--- src/rtl/risc_pkg.sv ---
// Shared types and widths for the RISC datapath.
// Used by the controller, ALU and register-file/write-back stage.
package risc_pkg;

    localparam int DATA_W = 16;
    localparam int ADDR_W = 4;

    typedef enum logic [1:0] {
        WB_ALU  = 2'd0,
        WB_RAM  = 2'd1,
        WB_IMM  = 2'd2,
        WB_LINK = 2'd3
    } wb_sel_t;

    typedef enum logic [1:0] {
        ST_IDLE     = 2'd0,
        ST_WAIT_RAM = 2'd1,
        ST_COMMIT   = 2'd2
    } wb_state_t;

endpackage

--- src/rtl/risc_regarray.sv ---
// Register array: two async read ports, one sync write port.
// R0 reads as zero and ignores writes.
module risc_regarray #(
    parameter int DATA_W = risc_pkg::DATA_W,
    parameter int NREG   = 16
) (
    input  logic                      clk,
    input  logic                      reset,
    input  logic [$clog2(NREG)-1:0]   ra_addr,
    input  logic [$clog2(NREG)-1:0]   rb_addr,
    output logic [DATA_W-1:0]         ra_data,
    output logic [DATA_W-1:0]         rb_data,
    input  logic                      we,
    input  logic [$clog2(NREG)-1:0]   w_addr,
    input  logic [DATA_W-1:0]         w_data
);
    import risc_pkg::*;

    logic [DATA_W-1:0] mem [NREG];

    // Storage: cleared on reset, R0 never written.
    always_ff @(posedge clk or posedge reset) begin
        if (reset) begin
            for (int i = 0; i < NREG; i++) begin
                mem[i] <= '0;
            end
        end else if (we && (w_addr != '0)) begin
            mem[w_addr] <= w_data;
        end
    end

    assign ra_data = (ra_addr == '0) ? '0 : mem[ra_addr];
    assign rb_data = (rb_addr == '0) ? '0 : mem[rb_addr];

endmodule

--- src/rtl/risc_regfile_wb.sv ---
// Register file + write-back stage: operand reads with bypass,
// write-back select, and a req/ack load engine with timeout.
module risc_regfile_wb #(
    parameter int DATA_W      = risc_pkg::DATA_W,
    parameter int NREG        = 16,
    parameter int OFF_W       = 8,
    parameter int RAM_TIMEOUT = 15
) (
    input  logic                     clk,
    input  logic                     reset,
    input  logic                     instr_valid,
    input  logic [$clog2(NREG)-1:0]  rd_addr,
    input  logic [$clog2(NREG)-1:0]  rs_addr,
    input  logic [$clog2(NREG)-1:0]  rt_addr,
    input  logic                     write_en,
    input  logic                     read_ram,
    input  logic [1:0]               mux_sel,
    input  logic [OFF_W-1:0]         offset,
    input  logic [DATA_W-1:0]        alu_result,
    input  logic [DATA_W-1:0]        ram_rdata,
    input  logic                     ram_ack,
    output logic                     ram_req,
    output logic [DATA_W-1:0]        rs_data,
    output logic [DATA_W-1:0]        rt_data,
    output logic                     z_flag,
    output logic                     busy,
    output logic                     err_timeout,
    output logic                     err_overrun
);
    import risc_pkg::*;

    localparam int AW = $clog2(NREG);
    localparam int TW = $clog2(RAM_TIMEOUT + 1);

    wb_state_t         state;
    logic [AW-1:0]     pend_addr;
    logic [DATA_W-1:0] pend_data;
    logic              pend_valid;
    logic [TW-1:0]     timer;
    logic [DATA_W-1:0] ram_cap;

    logic [DATA_W-1:0] off_ext;
    logic [DATA_W-1:0] wb_value;
    logic [DATA_W-1:0] arr_rs;
    logic [DATA_W-1:0] arr_rt;
    logic              is_load;
    logic              commit_we;

    assign off_ext   = {{(DATA_W-OFF_W){1'b0}}, offset};
    assign is_load   = read_ram && (wb_sel_t'(mux_sel) == WB_RAM);
    assign commit_we = (state == ST_COMMIT) && pend_valid;

    // Write-back source select; immediates are zero-extended.
    always_comb begin
        wb_value = alu_result;
        unique case (wb_sel_t'(mux_sel))
            WB_ALU:  wb_value = alu_result;
            WB_RAM:  wb_value = ram_cap;
            WB_IMM:  wb_value = off_ext;
            WB_LINK: wb_value = off_ext;
        endcase
    end

    risc_regarray #(
        .DATA_W (DATA_W),
        .NREG   (NREG)
    ) u_array (
        .clk     (clk),
        .reset   (reset),
        .ra_addr (rs_addr),
        .rb_addr (rt_addr),
        .ra_data (arr_rs),
        .rb_data (arr_rt),
        .we      (commit_we),
        .w_addr  (pend_addr),
        .w_data  (pend_data)
    );

    // Operand reads: a pending write wins over the array.
    always_comb begin
        rs_data = arr_rs;
        rt_data = arr_rt;
        if (pend_valid && (rs_addr != '0) && (pend_addr == rs_addr)) begin
            rs_data = pend_data;
        end
        if (pend_valid && (rt_addr != '0) && (pend_addr == rt_addr)) begin
            rt_data = pend_data;
        end
    end

    // Write-back FSM: commit, accept new writes, run loads.
    always_ff @(posedge clk or posedge reset) begin
        if (reset) begin
            state       <= ST_IDLE;
            pend_addr   <= '0;
            pend_data   <= '0;
            pend_valid  <= 1'b0;
            timer       <= '0;
            ram_cap     <= '0;
            ram_req     <= 1'b0;
            busy        <= 1'b0;
            z_flag      <= 1'b0;
            err_timeout <= 1'b0;
            err_overrun <= 1'b0;
        end else begin
            case (state)
                ST_IDLE, ST_COMMIT: begin
                    if (state == ST_COMMIT) begin
                        z_flag     <= (pend_data == '0);
                        pend_valid <= 1'b0;
                        busy       <= 1'b0;
                        state      <= ST_IDLE;
                    end
                    if (instr_valid && write_en) begin
                        pend_addr <= rd_addr;
                        if (is_load) begin
                            ram_req <= 1'b1;
                            busy    <= 1'b1;
                            timer   <= '0;
                            state   <= ST_WAIT_RAM;
                        end else begin
                            pend_data  <= wb_value;
                            pend_valid <= 1'b1;
                            state      <= ST_COMMIT;
                        end
                    end
                end
                ST_WAIT_RAM: begin
                    if (instr_valid) begin
                        err_overrun <= 1'b1;
                    end
                    if (ram_ack) begin
                        ram_cap    <= ram_rdata;
                        pend_data  <= ram_rdata;
                        pend_valid <= 1'b1;
                        ram_req    <= 1'b0;
                        state      <= ST_COMMIT;
                    end else if (timer == TW'(RAM_TIMEOUT)) begin
                        ram_req     <= 1'b0;
                        busy        <= 1'b0;
                        err_timeout <= 1'b1;
                        state       <= ST_IDLE;
                    end else begin
                        timer <= timer + 1'b1;
                    end
                end
                default: state <= ST_IDLE;
            endcase
        end
    end

endmodule
--- config.mk ---
export PLATFORM = sky130hd
export DESIGN_NAME = risc_regfile_wb
export DESIGN_NICKNAME = d
export VERILOG_FILES = /design/src/rtl/risc_pkg.sv /design/src/rtl/risc_regarray.sv /design/src/rtl/risc_regfile_wb.sv
export SDC_FILE = /design/constraint.sdc
export NUM_CORES = 1
export LEC_CHECK = 0
export BUFFER_PORTS_ARGS = -buffer_cell sky130_fd_sc_hd__buf_2
export CELL_PAD_IN_SITES_DETAIL_PLACEMENT = 2
export CELL_PAD_IN_SITES_GLOBAL_PLACEMENT = 2
export CORE_MARGIN = 2
export CORE_UTILIZATION = 47
export CTS_CLUSTER_SIZE = 8
export DETAILED_ROUTE_END_ITERATION = 7
export PLACE_DENSITY = 0.89
export SYNTH_ARGS = -nofsm -noshare
export SYNTH_HDL_FRONTEND = slang
export SYNTH_SLANG_ARGS = --single-unit
--- constraint.sdc ---
create_clock -name clk -period 15.98 [get_ports clk]
set_input_delay 1.598 -clock clk [delete_from_list [all_inputs] [get_ports clk]]
set_output_delay 1.598 -clock clk [all_outputs]
set_load 0.05 [all_outputs]
# ---- After elaboration in Yosys (flattened, before gate mapping)
# Index checks and enable logic that the tools add are counted.
dict set report classes {
  addsub 1
  muxes 44
  n_lt_le_gt_ge 4
  reduce_logical 31
  bitwise 4
  eq_ne 17
}
# operator count
set ops {}
lappend ops {{$bwmux W256} 1}
lappend ops {{$mux W16} 12}
lappend ops {{$bmux W16 S4} 2}
lappend ops {{$demux W16 S4} 1}
lappend ops {{$pmux W16 S3} 1}
lappend ops {{$pmux W16 S2} 1}
lappend ops {{$logic_not A16 Y1} 1}
lappend ops {{$mux W4} 4}
lappend ops {{$ge A5 B5 Y1 const B} 3}
lappend ops {{$not A4 Y5} 3}
lappend ops {{$ne A2 B2 Y1 const B} 7}
lappend ops {{$mux W1} 12}
lappend ops {{$reduce_and A2 Y1} 6}
lappend ops {{$reduce_bool A4 Y1} 3}
lappend ops {{$mux W2} 5}
lappend ops {{$logic_and A1 B1 Y1} 9}
lappend ops {{$eq A4 B4 Y1} 2}
lappend ops {{$logic_not A4 Y1} 2}
lappend ops {{$pmux W4 S2} 1}
lappend ops {{$reduce_and A4 Y1} 2}
lappend ops {{$eq A2 B2 Y1 const B} 3}
lappend ops {{$ne A3 B3 Y1 const B} 2}
lappend ops {{$pmux W1 S2} 3}
lappend ops {{$reduce_and A3 Y1} 2}
lappend ops {{10 further kinds} 13}
dict set report totals {
  in_bits 60
  reg_bits 304
  elab_cells 128
}

# ---- Logic depth before layout (Yosys ltp)
# Gate-level depths: netlist of the first run.
dict set report depth {
  depth_word 6
  mapped_depth 7
  mapped_depth_nobuf 6
}

# ---- By module
# A second synthesis of the first run with hierarchy kept.
dict set report unflattened {
  cells_unflattened 1155
  area_unflattened_um2 15951.5
}
# module area_each_um2 cells_per_inst instances seq_area_each_um2
set by_module_without_submodules {}
lappend by_module_without_submodules {risc_regarray 13110.1 892 1 6030.8}
lappend by_module_without_submodules {risc_regfile_wb 2841.5 263 1 1201.2}

# ---- Worst setup path after synthesis of the first run
# OpenSTA, ideal clock, no wires.
dict set report synth_timing {
  path_type {input port to output port}
  from {input rs_addr[1]}
  to {output rs_data[10]}
  setup_slack_ps 10602
  t_required_ps 14382
  arrival_time_ps 3780
  stages 7
  cell_sequence {buf_2 -> or2_2 -> buf_2 -> clkbuf_1 -> o22ai_1 -> o22a_1 -> o32ai_1}
}
dict set report synth_via {
  elab_chain_cells 6
  word_cells_on_any_way 11
  cone_classes {eq/ne (1); mux (5); bitwise (1); reduce/logical (4)}
}
# item line_no
set synth_rtl {}
lappend synth_rtl {{start, declared} risc_regfile_wb.sv:13} ;# input logic [$clog2(NREG)-1:0] rs_addr,
lappend synth_rtl {{$not A4 Y5 (implied by the code)} risc_regarray.sv:32} ;# assign ra_data = (ra_addr == '0) ? '0 : mem[ra_addr];
lappend synth_rtl {{$bmux W16 S4} risc_regarray.sv:32}
lappend synth_rtl {{$mux W16 (implied by the code) (2 in series)} risc_regarray.sv:32}
lappend synth_rtl {{$mux W16} risc_regarray.sv:32}
lappend synth_rtl {{$mux W16 (*)} risc_regfile_wb.sv:83} ;# if (pend_valid && (rs_addr != '0) && (pend_addr == rs_addr)) begin
lappend synth_rtl {{end, declared} risc_regfile_wb.sv:23} ;# output logic [DATA_W-1:0] rs_data,
# Every way passes the cells marked *; elsewhere a longest branch is shown, timed or not. The select of a mux whose other input is x is not followed.

# ---- Worst setup path after layout of the first run
dict set report layout_timing {
  from {input rs_addr[2]}
  to {output rs_data[6]}
}
# Same word-level chain as after synthesis.

==> flow_summary.html, run 1 <==
<table>
<tr><th>Metric</th><th>Value</th></tr>
<tr><th colspan="2">CTS</th></tr>
<tr><td>Number of buffers created by CTS</td><td>44</td></tr>
<tr><td>CTS tree</td><td>done</td></tr>
<tr><td>Clock net sink count</td><td>304</td></tr>
<tr><td>Post-CTS repair timing setup buffer count</td><td>0</td></tr>
<tr><td>Hold Buf Count CTS</td><td>0</td></tr>
<tr><td>Clk slew on worst S/H paths</td><td>0.05 ns</td></tr>
<tr><td>Clock latency reported for the late side of the worst-skew pair</td><td>0.58 ns</td></tr>
<tr><td>Cell chosen for the clock root</td><td>sky130_fd_sc_hd__clkbuf_16</td></tr>
<tr><td>Max Root-Sink Buffers</td><td>3</td></tr>
<tr><td>Number of resized instances in the post-cts repair step</td><td>0</td></tr>
<tr><td>CTS H-tree depth</td><td>2</td></tr>
<tr><th colspan="2">Die</th></tr>
<tr><td>Effective utilization at floorplan</td><td>47.6%</td></tr>
<tr><td>Placement row count</td><td>68</td></tr>
<tr><td>I/O pin count</td><td>97</td></tr>
<tr><td>Floorplan die area</td><td>36500 sq um</td></tr>
<tr><td>Die extent in y</td><td>191 um</td></tr>
<tr><td>Placeable Area</td><td>34500 sq um</td></tr>
<tr><td>Die width</td><td>191 um</td></tr>
<tr><th colspan="2">STA</th></tr>
<tr><td>Final Max Slew Viols</td><td>12</td></tr>
<tr><td>Fmax</td><td>154 MHz</td></tr>
<tr><td>Portion of the clock cycle consumed by the worst path in the final layout</td><td>40.5%</td></tr>
<tr><td>Final Setup Violations</td><td>0</td></tr>
<tr><td>Worst setup skew after layout</td><td>0.0205 ns</td></tr>
<tr><td>Min Clock Period, post-route</td><td>6.47 ns</td></tr>
<tr><td>Number of failing hold endpoints at the final stage</td><td>0</td></tr>
<tr><td>Setup repair after global routing missed its margin</td><td>false</td></tr>
<tr><td>Transition time at the pin with the least slew margin</td><td>1.52 ns</td></tr>
<tr><td>Setup TNS Final</td><td>0 ns</td></tr>
<tr><td>Headroom to the max-slew limit</td><td>-1.72%</td></tr>
<tr><td>Hold WS</td><td>0.400 ns</td></tr>
<tr><th colspan="2">Logic synthesis</th></tr>
<tr><td>Mapped cell area</td><td>16500 sq um</td></tr>
<tr><td>Register bit total from synthesis</td><td>304</td></tr>
<tr><td>Cell accounting for the most synthesized area</td><td>sky130_fd_sc_hd__dfrtp_1</td></tr>
<tr><td>Post-synth top area share</td><td>46.2%</td></tr>
<tr><td>Post-synth EDFFs</td><td>0</td></tr>
<tr><td>Proportion of register bits with asynchronous set or reset after synthesis</td><td>100%</td></tr>
<tr><td>Number of distinct library cell variants in the gate-level netlist after synthesis</td><td>47</td></tr>
<tr><td>Library cell with the highest instance count after synthesis</td><td>sky130_fd_sc_hd__dfrtp_1</td></tr>
<tr><td>Most used flip-flop cell after synthesis</td><td>sky130_fd_sc_hd__dfrtp_1</td></tr>
<tr><td>Most area-consuming cells after synthesis</td><td>sky130_fd_sc_hd__dfrtp_1 (46%), sky130_fd_sc_hd__mux2_2 (19%), sky130_fd_sc_hd__mux4_2 (13%)</td></tr>
<tr><td>Top post-synthesis cells by count</td><td>sky130_fd_sc_hd__dfrtp_1 (304), sky130_fd_sc_hd__mux2_2 (278), sky130_fd_sc_hd__mux4_2 (96)</td></tr>
<tr><td>Register area share after synthesis</td><td>46.2%</td></tr>
<tr><td>Mean instance size in the synthesized netlist</td><td>13.1 sq um</td></tr>
<tr><td>Yosys warnings</td><td>0</td></tr>
<tr><td>Net count after synthesis</td><td>1318</td></tr>
<tr><td>Number of cells produced by synthesis</td><td>1257</td></tr>
<tr><th colspan="2">Pwr</th></tr>
<tr><td>Cell leakage power</td><td>8.26 nW</td></tr>
<tr><td>Max VDD drop</td><td>0.0943 mV</td></tr>
<tr><td>Internal Pwr Total</td><td>0.00193 W</td></tr>
<tr><td>Seq pwr share</td><td>41.6%</td></tr>
<tr><td>Clock network fraction of design power</td><td>27.8%</td></tr>
<tr><td>Switching Share</td><td>36.7%</td></tr>
<tr><td>Power density of the placed cells</td><td>168 nW/um^2</td></tr>
<tr><td>Combinational fraction of design power</td><td>30.6%</td></tr>
<tr><td>Power dissipated by switching net loads</td><td>0.00112 W</td></tr>
<tr><td>Total Power</td><td>0.00306 W</td></tr>
<tr><th colspan="2">Placement</th></tr>
<tr><td>Hpwl dp</td><td>37700 um</td></tr>
<tr><td>Routability congestion estimate</td><td>0.826</td></tr>
<tr><td>Area of placed instances</td><td>17100 sq um</td></tr>
<tr><td>Number of buffer cells added on primary ports</td><td>96</td></tr>
<tr><td>Number of placed instances with taps included</td><td>1708</td></tr>
<tr><th colspan="2">Global routing</th></tr>
<tr><td>Number of antenna violations at the first check in global routing</td><td>2</td></tr>
<tr><td>Largest net degree at the start of global routing</td><td>121</td></tr>
<tr><td>Global-route wire length before repair</td><td>95500 um</td></tr>
<tr><td>All-Layer GR Usage</td><td>35.7%</td></tr>
<tr><td>Vias in the first global route</td><td>13864</td></tr>
<tr><td>Congestion Overflow GR</td><td>0</td></tr>
<tr><th colspan="2">Run</th></tr>
<tr><td>Max-cap violation count</td><td>1</td></tr>
<tr><th colspan="2">Setup path</th></tr>
<tr><td>Required time of the critical path</td><td>14.38 ns</td></tr>
<tr><td>Kind of start point of the critical path</td><td>primary input</td></tr>
<tr><td>Data arrival time at the worst-slack endpoint</td><td>4.87 ns</td></tr>
<tr><td>Type of the worst setup path</td><td>in -&gt; out</td></tr>
<tr><td>Cell family with the largest share of critical-path delay</td><td>buffers and inverters</td></tr>
<tr><td>Bufs and invs on worst path</td><td>4</td></tr>
<tr><td>Endpoint class of the critical path</td><td>output port</td></tr>
<tr><td>Number of cells on the critical path</td><td>7</td></tr>
<tr><td>Largest fanout of any net on the critical path</td><td>52</td></tr>
<tr><td>Chain of cells forming the critical path</td><td>buf_4, buf_4, nor3_1, o21ai_1, buf_4, o32ai_1, buf_2</td></tr>
<tr><td>Most Frequent Cell on Critical Path</td><td>sky130_fd_sc_hd__buf_4</td></tr>
<tr><td>CP max stage delay</td><td>1.19 ns</td></tr>
<tr><td>Worst Reg2Reg Path Length in Cells</td><td>3</td></tr>
<tr><td>Library cell contributing the largest single delay on the critical path</td><td>sky130_fd_sc_hd__o21ai_1</td></tr>
<tr><th colspan="2">Finish</th></tr>
<tr><td>Cell Count, Final, Fillers Out</td><td>1759</td></tr>
<tr><td>Finished Cell Area</td><td>18200 sq um</td></tr>
<tr><td>Antenna cells</td><td>0</td></tr>
<tr><td>Layout cell share with drive strength beyond 1</td><td>43.8%</td></tr>
<tr><td>Final net count</td><td>1360</td></tr>
<tr><td>Layout-stage area growth over the synthesis result</td><td>10.9%</td></tr>
<tr><th colspan="2">Detailed routing</th></tr>
<tr><td>Post-detailed-route via-to-cell ratio</td><td>7.03</td></tr>
<tr><td>Average wire per standard cell</td><td>35.7 um</td></tr>
<tr><td>Via count of the routed design</td><td>12369</td></tr>
<tr><td>First-iteration detailed-routing DRC count</td><td>1182</td></tr>
<tr><td>Routed wire length</td><td>62900 um</td></tr>
<tr><td>Detailed-router iteration count before antenna repair</td><td>5</td></tr>
<tr><td>Count of antenna-violating nets left after detailed routing</td><td>0</td></tr>
<tr><td>DRC errors left</td><td>0</td></tr>
<tr><th colspan="2">Status</th></tr>
<tr><td>Run status</td><td>complete, but fails checks</td></tr>
<tr><td>Violations in the final reports</td><td>max-capacitance violations, max-slew violations</td></tr>
<tr><th colspan="2">Worst hold path</th></tr>
<tr><td>Worst min-delay path class</td><td>reg -&gt; reg</td></tr>
<tr><td>Min-Delay Path Depth</td><td>0</td></tr>
</table>
-- cell families (layout without fill, tap and decap cells) --
| kind of cell | after synthesis | in the layout | synth area share [%] |
|---|---|---|---|
| fa+ha+maj | 1 | 1 | 0.0760 |
| simple gates | 143 | 143 | 4.47 |
| mux | 428 | 428 | 35.5 |
| compound gates | 226 | 226 | 8.91 |
| xor+xnor | 6 | 6 | 0.319 |
| buf+inv | 149 | 196 | 4.48 |
| flops | 304 | 304 | 46.2 |
-- per-stage QoR --
step | utilization (%) | setup WS [ns]
floorplan | - | 5.98
global placement | 49.4 | 9.88
detailed placement | 49.4 | 9.74
CTS | 52.8 | 9.63
global route | 52.8 | 9.49
finish | 52.8 | 9.51
-- path summary, 6_finish.rpt --
kind                                   from               end  slack [ns]
hold reg to reg            u_array.mem[245]  u_array.mem[245]        0.40
min in group asynchronous             reset       ram_cap[11]        1.23
hold / removal             u_array.mem[245]  u_array.mem[245]        0.40
setup reg to reg               pend_addr[2]   u_array.mem[15]       13.23
max in group asynchronous             reset   u_array.mem[19]       12.49
setup / recovery                 rs_addr[2]        rs_data[6]        9.51
-- routing by layer --
metal,GRT usage (%),wire length (um),vias up
met5,0,30,-
li1,-,-,4799
met3,9.05,5170,242
met4,16.5,2980,4
met1,45.5,24700,6581
met2,57.3,30000,743
-- power groups by stage --
stage                     clock, W  combinational, W  sequential [W]
final                     0.000851          0.000934         0.00127
after global routing      0.000888          0.000979         0.00129
after CTS                 0.000860          0.000923         0.00125
after global placement           0          0.000802         0.00118
after detailed placement         0          0.000876         0.00124
after floorplan                  0          0.000651         0.00114
-- state kept, by name, summed over array words and instances, names as in the netlist --
| signal | cells |
|---|---|
| busy | 1 |
| err_overrun | 1 |
| err_timeout | 1 |
| pend_addr | 4 |
| pend_data | 16 |
| pend_valid | 1 |
| ram_cap | 16 |
| ram_req | 1 |
| state | 2 |
| timer | 4 |
| u_array.mem | 256 |
| z_flag | 1 |
-- layout by cell type (no fill, tap or decap), drive strengths merged, types with 26 or more instances in the layout --
cell	instances
mux2	284
dfrtp	304
o21ai	94
o32ai	32
nand2	70
o22ai	32
buf	124
clkbuf	48
nor2	26
mux2i	48
o22a	32
mux4	96
-- area by class of cell --
cell class	count	area, sq um
Tap cell	455	569
Fill cell	3243	16300
Multi-Input combinational cell	804	8120
Timing Repair Buffer	124	701
Clock inverter	3	25.0
Clock buffer	48	1140
Sequential cell	304	7610
Inverter	21	86.3
Note: power is estimated with default switching activity, not from simulation.
==> run 2: changes to the inputs <==
--- a/config.mk
+++ b/config.mk
@@ -9,10 +9,10 @@
 export CELL_PAD_IN_SITES_DETAIL_PLACEMENT = 2
 export CELL_PAD_IN_SITES_GLOBAL_PLACEMENT = 2
 export CORE_MARGIN = 2
-export CORE_UTILIZATION = 47
+export CORE_UTILIZATION = 39
 export CTS_CLUSTER_SIZE = 8
 export DETAILED_ROUTE_END_ITERATION = 7
-export PLACE_DENSITY = 0.89
+export PLACE_DENSITY = 0.79
 export SYNTH_ARGS = -nofsm -noshare
 export SYNTH_HDL_FRONTEND = slang
 export SYNTH_SLANG_ARGS = --single-unit
==> constraint.sdc (replaced) <==
create_clock -name clk -period 5.75 [get_ports clk]
set_input_delay 0.575 -clock clk [delete_from_list [all_inputs] [get_ports clk]]
set_output_delay 0.575 -clock clk [all_outputs]
set_load 0.05 [all_outputs]
==> run 2 against run 1 <==
The run now ends clean. Clock skew down 0.0016 ns. Clock power increased to 2.8 times the previous value. Cell count increased by 5.0%. First-iteration DRC count decreased by 38%.
==> flow_summary.html, run 2 (synthesis gave the netlist of run 1 again) <==
<table>
<tr><th>Metric</th><th>Value</th></tr>
<tr><th colspan="2">Placement</th></tr>
<tr><td>Number of buffer cells added on primary ports</td><td>96 (unchanged)</td></tr>
<tr><td>Number of placed instances with taps included</td><td>1794 (+5.0%)</td></tr>
<tr><td>Hpwl dp</td><td>34800 um (-7.7%)</td></tr>
<tr><td>Worst slack after detailed placement</td><td>1.77 ns (-7.97 ns)</td></tr>
<tr><td>Routability congestion estimate</td><td>0.787 (-4.7%)</td></tr>
<tr><th colspan="2">Global routing</th></tr>
<tr><td>Global-route wire length before repair</td><td>88000 um (-7.9%)</td></tr>
<tr><td>Vias in the first global route</td><td>13471 (-2.8%)</td></tr>
<tr><td>All-Layer GR Usage</td><td>27.0% (-8.7 points)</td></tr>
<tr><td>Number of antenna violations at the first check in global routing</td><td>3 (+1)</td></tr>
<tr><td>Largest net degree at the start of global routing</td><td>152 (+26%)</td></tr>
<tr><td>Congestion Overflow GR</td><td>0 (unchanged)</td></tr>
<tr><th colspan="2">Detailed routing</th></tr>
<tr><td>Average wire per standard cell</td><td>31.1 um (-13%)</td></tr>
<tr><td>First-iteration detailed-routing DRC count</td><td>732 (-38%)</td></tr>
<tr><td>DRC errors left</td><td>0 (unchanged)</td></tr>
<tr><td>Post-detailed-route via-to-cell ratio</td><td>6.32 (-10%)</td></tr>
<tr><td>Detailed-router iteration count before antenna repair</td><td>5 (unchanged)</td></tr>
<tr><td>Via count of the routed design</td><td>11681 (-5.6%)</td></tr>
<tr><td>Count of antenna-violating nets left after detailed routing</td><td>0 (unchanged)</td></tr>
<tr><td>Routed wire length</td><td>57400 um (-8.7%)</td></tr>
<tr><th colspan="2">STA</th></tr>
<tr><td>Setup TNS Final</td><td>0 ns (unchanged)</td></tr>
<tr><td>Setup repair after global routing missed its margin</td><td>false</td></tr>
<tr><td>Worst setup skew after layout</td><td>0.0189 ns (-0.00158 ns)</td></tr>
<tr><td>Worst setup slack after layout</td><td>1.81 ns (-7.70 ns)</td></tr>
<tr><td>Portion of the clock cycle consumed by the worst path in the final layout</td><td>68.6%</td></tr>
<tr><td>Headroom to the max-slew limit</td><td>29.1% (+31 points)</td></tr>
<tr><td>Fmax</td><td>254 MHz</td></tr>
<tr><td>Number of failing hold endpoints at the final stage</td><td>0 (unchanged)</td></tr>
<tr><td>Min Clock Period, post-route</td><td>3.94 ns</td></tr>
<tr><td>Final Max Slew Viols</td><td>0 (-12)</td></tr>
<tr><td>Final Setup Violations</td><td>0 (unchanged)</td></tr>
<tr><td>Transition time at the pin with the least slew margin</td><td>1.06 ns (-0.455 ns)</td></tr>
<tr><th colspan="2">CTS</th></tr>
<tr><td>Number of resized instances in the post-cts repair step</td><td>0 (unchanged)</td></tr>
<tr><td>CTS tree</td><td>done</td></tr>
<tr><td>CTS H-tree depth</td><td>2 (unchanged)</td></tr>
<tr><td>Max Root-Sink Buffers</td><td>3 (unchanged)</td></tr>
<tr><td>Hold Buf Count CTS</td><td>0 (unchanged)</td></tr>
<tr><td>Clk slew on worst S/H paths</td><td>0.05 ns (about the same)</td></tr>
<tr><td>Post-CTS repair timing setup buffer count</td><td>0 (unchanged)</td></tr>
<tr><td>Cell chosen for the clock root</td><td>sky130_fd_sc_hd__clkbuf_16</td></tr>
<tr><td>Number of buffers created by CTS</td><td>44 (unchanged)</td></tr>
<tr><td>Clock net sink count</td><td>304 (unchanged)</td></tr>
<tr><td>Clock latency reported for the late side of the worst-skew pair</td><td>0.57 ns (about the same)</td></tr>
<tr><th colspan="2">Die</th></tr>
<tr><td>Placement row count</td><td>75 (+10%)</td></tr>
<tr><td>Die width</td><td>209 um (+9.6%)</td></tr>
<tr><td>Floorplan die area</td><td>43800 sq um (+20%)</td></tr>
<tr><td>Placeable Area</td><td>41800 sq um (+21%)</td></tr>
<tr><td>Die extent in y</td><td>209 um (+9.6%)</td></tr>
<tr><td>I/O pin count</td><td>97 (unchanged)</td></tr>
<tr><td>Effective utilization at floorplan</td><td>39.4% (-8.2 points)</td></tr>
<tr><th colspan="2">Setup path</th></tr>
<tr><td>Required time of the critical path</td><td>5.18 ns (-9.20 ns)</td></tr>
<tr><td>Most Frequent Cell on Critical Path</td><td>sky130_fd_sc_hd__buf_4</td></tr>
<tr><td>Kind of start point of the critical path</td><td>primary input</td></tr>
<tr><td>Reg-to-reg critical path startpoint</td><td>state[0]</td></tr>
<tr><td>Endpoint class of the critical path</td><td>output port</td></tr>
<tr><td>Largest fanout of any net on the critical path</td><td>35 (-33%)</td></tr>
<tr><td>Library cell contributing the largest single delay on the critical path</td><td>sky130_fd_sc_hd__buf_4</td></tr>
<tr><td>Type of the worst setup path</td><td>in -&gt; out</td></tr>
<tr><td>Reg2Reg Setup Slack</td><td>3.18 ns (-10.05 ns)</td></tr>
<tr><td>Data arrival time at the worst-slack endpoint</td><td>3.37 ns (-1.50 ns)</td></tr>
<tr><td>Worst Reg2Reg Path Length in Cells</td><td>4 (+1)</td></tr>
<tr><td>Worst R2R End</td><td>timer[3]</td></tr>
<tr><td>CP max stage delay</td><td>0.58 ns (-0.61 ns)</td></tr>
<tr><td>Chain of cells forming the critical path</td><td>buf_4, buf_4, xnor2_1, and4_1, a31o_2, o32ai_1, buf_2</td></tr>
<tr><th colspan="2">Finish</th></tr>
<tr><td>Layout cell share with drive strength beyond 1</td><td>44.1% (+0.27 points)</td></tr>
<tr><td>Largest registers ranked by flip-flop count</td><td>u_array.mem x256, pend_data x16, ram_cap x16</td></tr>
<tr><td>Most common cell after layout, fill and taps aside</td><td>sky130_fd_sc_hd__dfrtp_1</td></tr>
<tr><td>Fraction of the core area covered by cells at the end of the flow</td><td>44.1% (-8.7 points)</td></tr>
<tr><td>Cell Count, Final, Fillers Out</td><td>1847 (+5.0%)</td></tr>
<tr><td>Max reg flops</td><td>256 (unchanged)</td></tr>
<tr><td>Final net count</td><td>1362 (+0.15%)</td></tr>
<tr><td>Layout-stage area growth over the synthesis result</td><td>11.8%</td></tr>
<tr><td>Register name with the most flops</td><td>u_array.mem</td></tr>
<tr><td>Most frequent cells in the layout</td><td>sky130_fd_sc_hd__dfrtp_1 (304), sky130_fd_sc_hd__mux2_2 (278), sky130_fd_sc_hd__mux4_2 (96)</td></tr>
<tr><th colspan="2">Pwr</th></tr>
<tr><td>Total Power</td><td>0.00823 W (+170%)</td></tr>
<tr><td>Cell leakage power</td><td>8.29 nW (+0.28%)</td></tr>
<tr><td>Power density of the placed cells</td><td>447 nW/um^2 (+170%)</td></tr>
<tr><td>Max VDD drop</td><td>0.180 mV (+91%)</td></tr>
<tr><th colspan="2">Status</th></tr>
<tr><td>Run status</td><td>complete, no violations</td></tr>
<tr><th colspan="2">Run</th></tr>
<tr><td>Max-cap violation count</td><td>0 (-1)</td></tr>
<tr><th colspan="2">Worst hold path</th></tr>
<tr><td>Worst min-delay path class</td><td>in -&gt; async</td></tr>
</table>
run 2: through the flow:
step	cell area, sq um	hold slack, ns
floorplan	16500	0.441
global placement	17200	0.377
detailed placement	17200	0.383
CTS	18400	0.224
global route	18400	0.248
finish	18400	0.222
run 2: power breakdown:
part / total (W) / leakage [nW] / switching [W] / internal [W]
Clock: 0.00237 / 0.578 / 0.000960 / 0.00141
Sequential: 0.00344 / 4.01 / 0.000627 / 0.00281
Combinational: 0.00243 / 3.70 / 0.00125 / 0.00118
Total: 0.00823 / 8.29 / 0.00283 / 0.00540
run 2: metal layers:
metal	global-route usage (%)	routed length (um)	vias to the layer above	part of all wire (%)
li1	-	-	4823	-
met1	34.9	23600	6227	41
met2	44.4	27800	482	48
met3	5.48	3900	149	6.8
met4	11.5	2140	0	3.7
met5	0	0	-	0
run 2: worst max path at each step:
stage / from / endpoint / slack, ns
after floorplan: reset / busy / 1.13
after global placement: rs_addr[1] / rs_data[15] / 1.84
after detailed placement: rs_addr[1] / rs_data[15] / 1.77
after CTS: rs_addr[1] / rs_data[8] / 1.81
after global routing: rs_addr[1] / rs_data[8] / 1.70
final: rs_addr[1] / rs_data[8] / 1.81
run 2: layout make-up:
class | count | area (sq um)
well taps | 539 | 674
multi-input cells | 804 | 8130
clock buffers | 50 | 1170
flip-flops and latches | 304 | 7610
diodes | 3 | 7.51
inverters | 21 | 82.6
fillers | 4046 | 23400
repair buffers | 126 | 728
run 2: worst max-delay path: cells and delay by family:
kind | cells | cell delay [ns]
xor gates and xnor gates | 1 | 0.12
AOI/OAI and AO/OA | 2 | 0.95
buffers and inverters | 3 | 1.42
and+or+nand+nor | 1 | 0.26
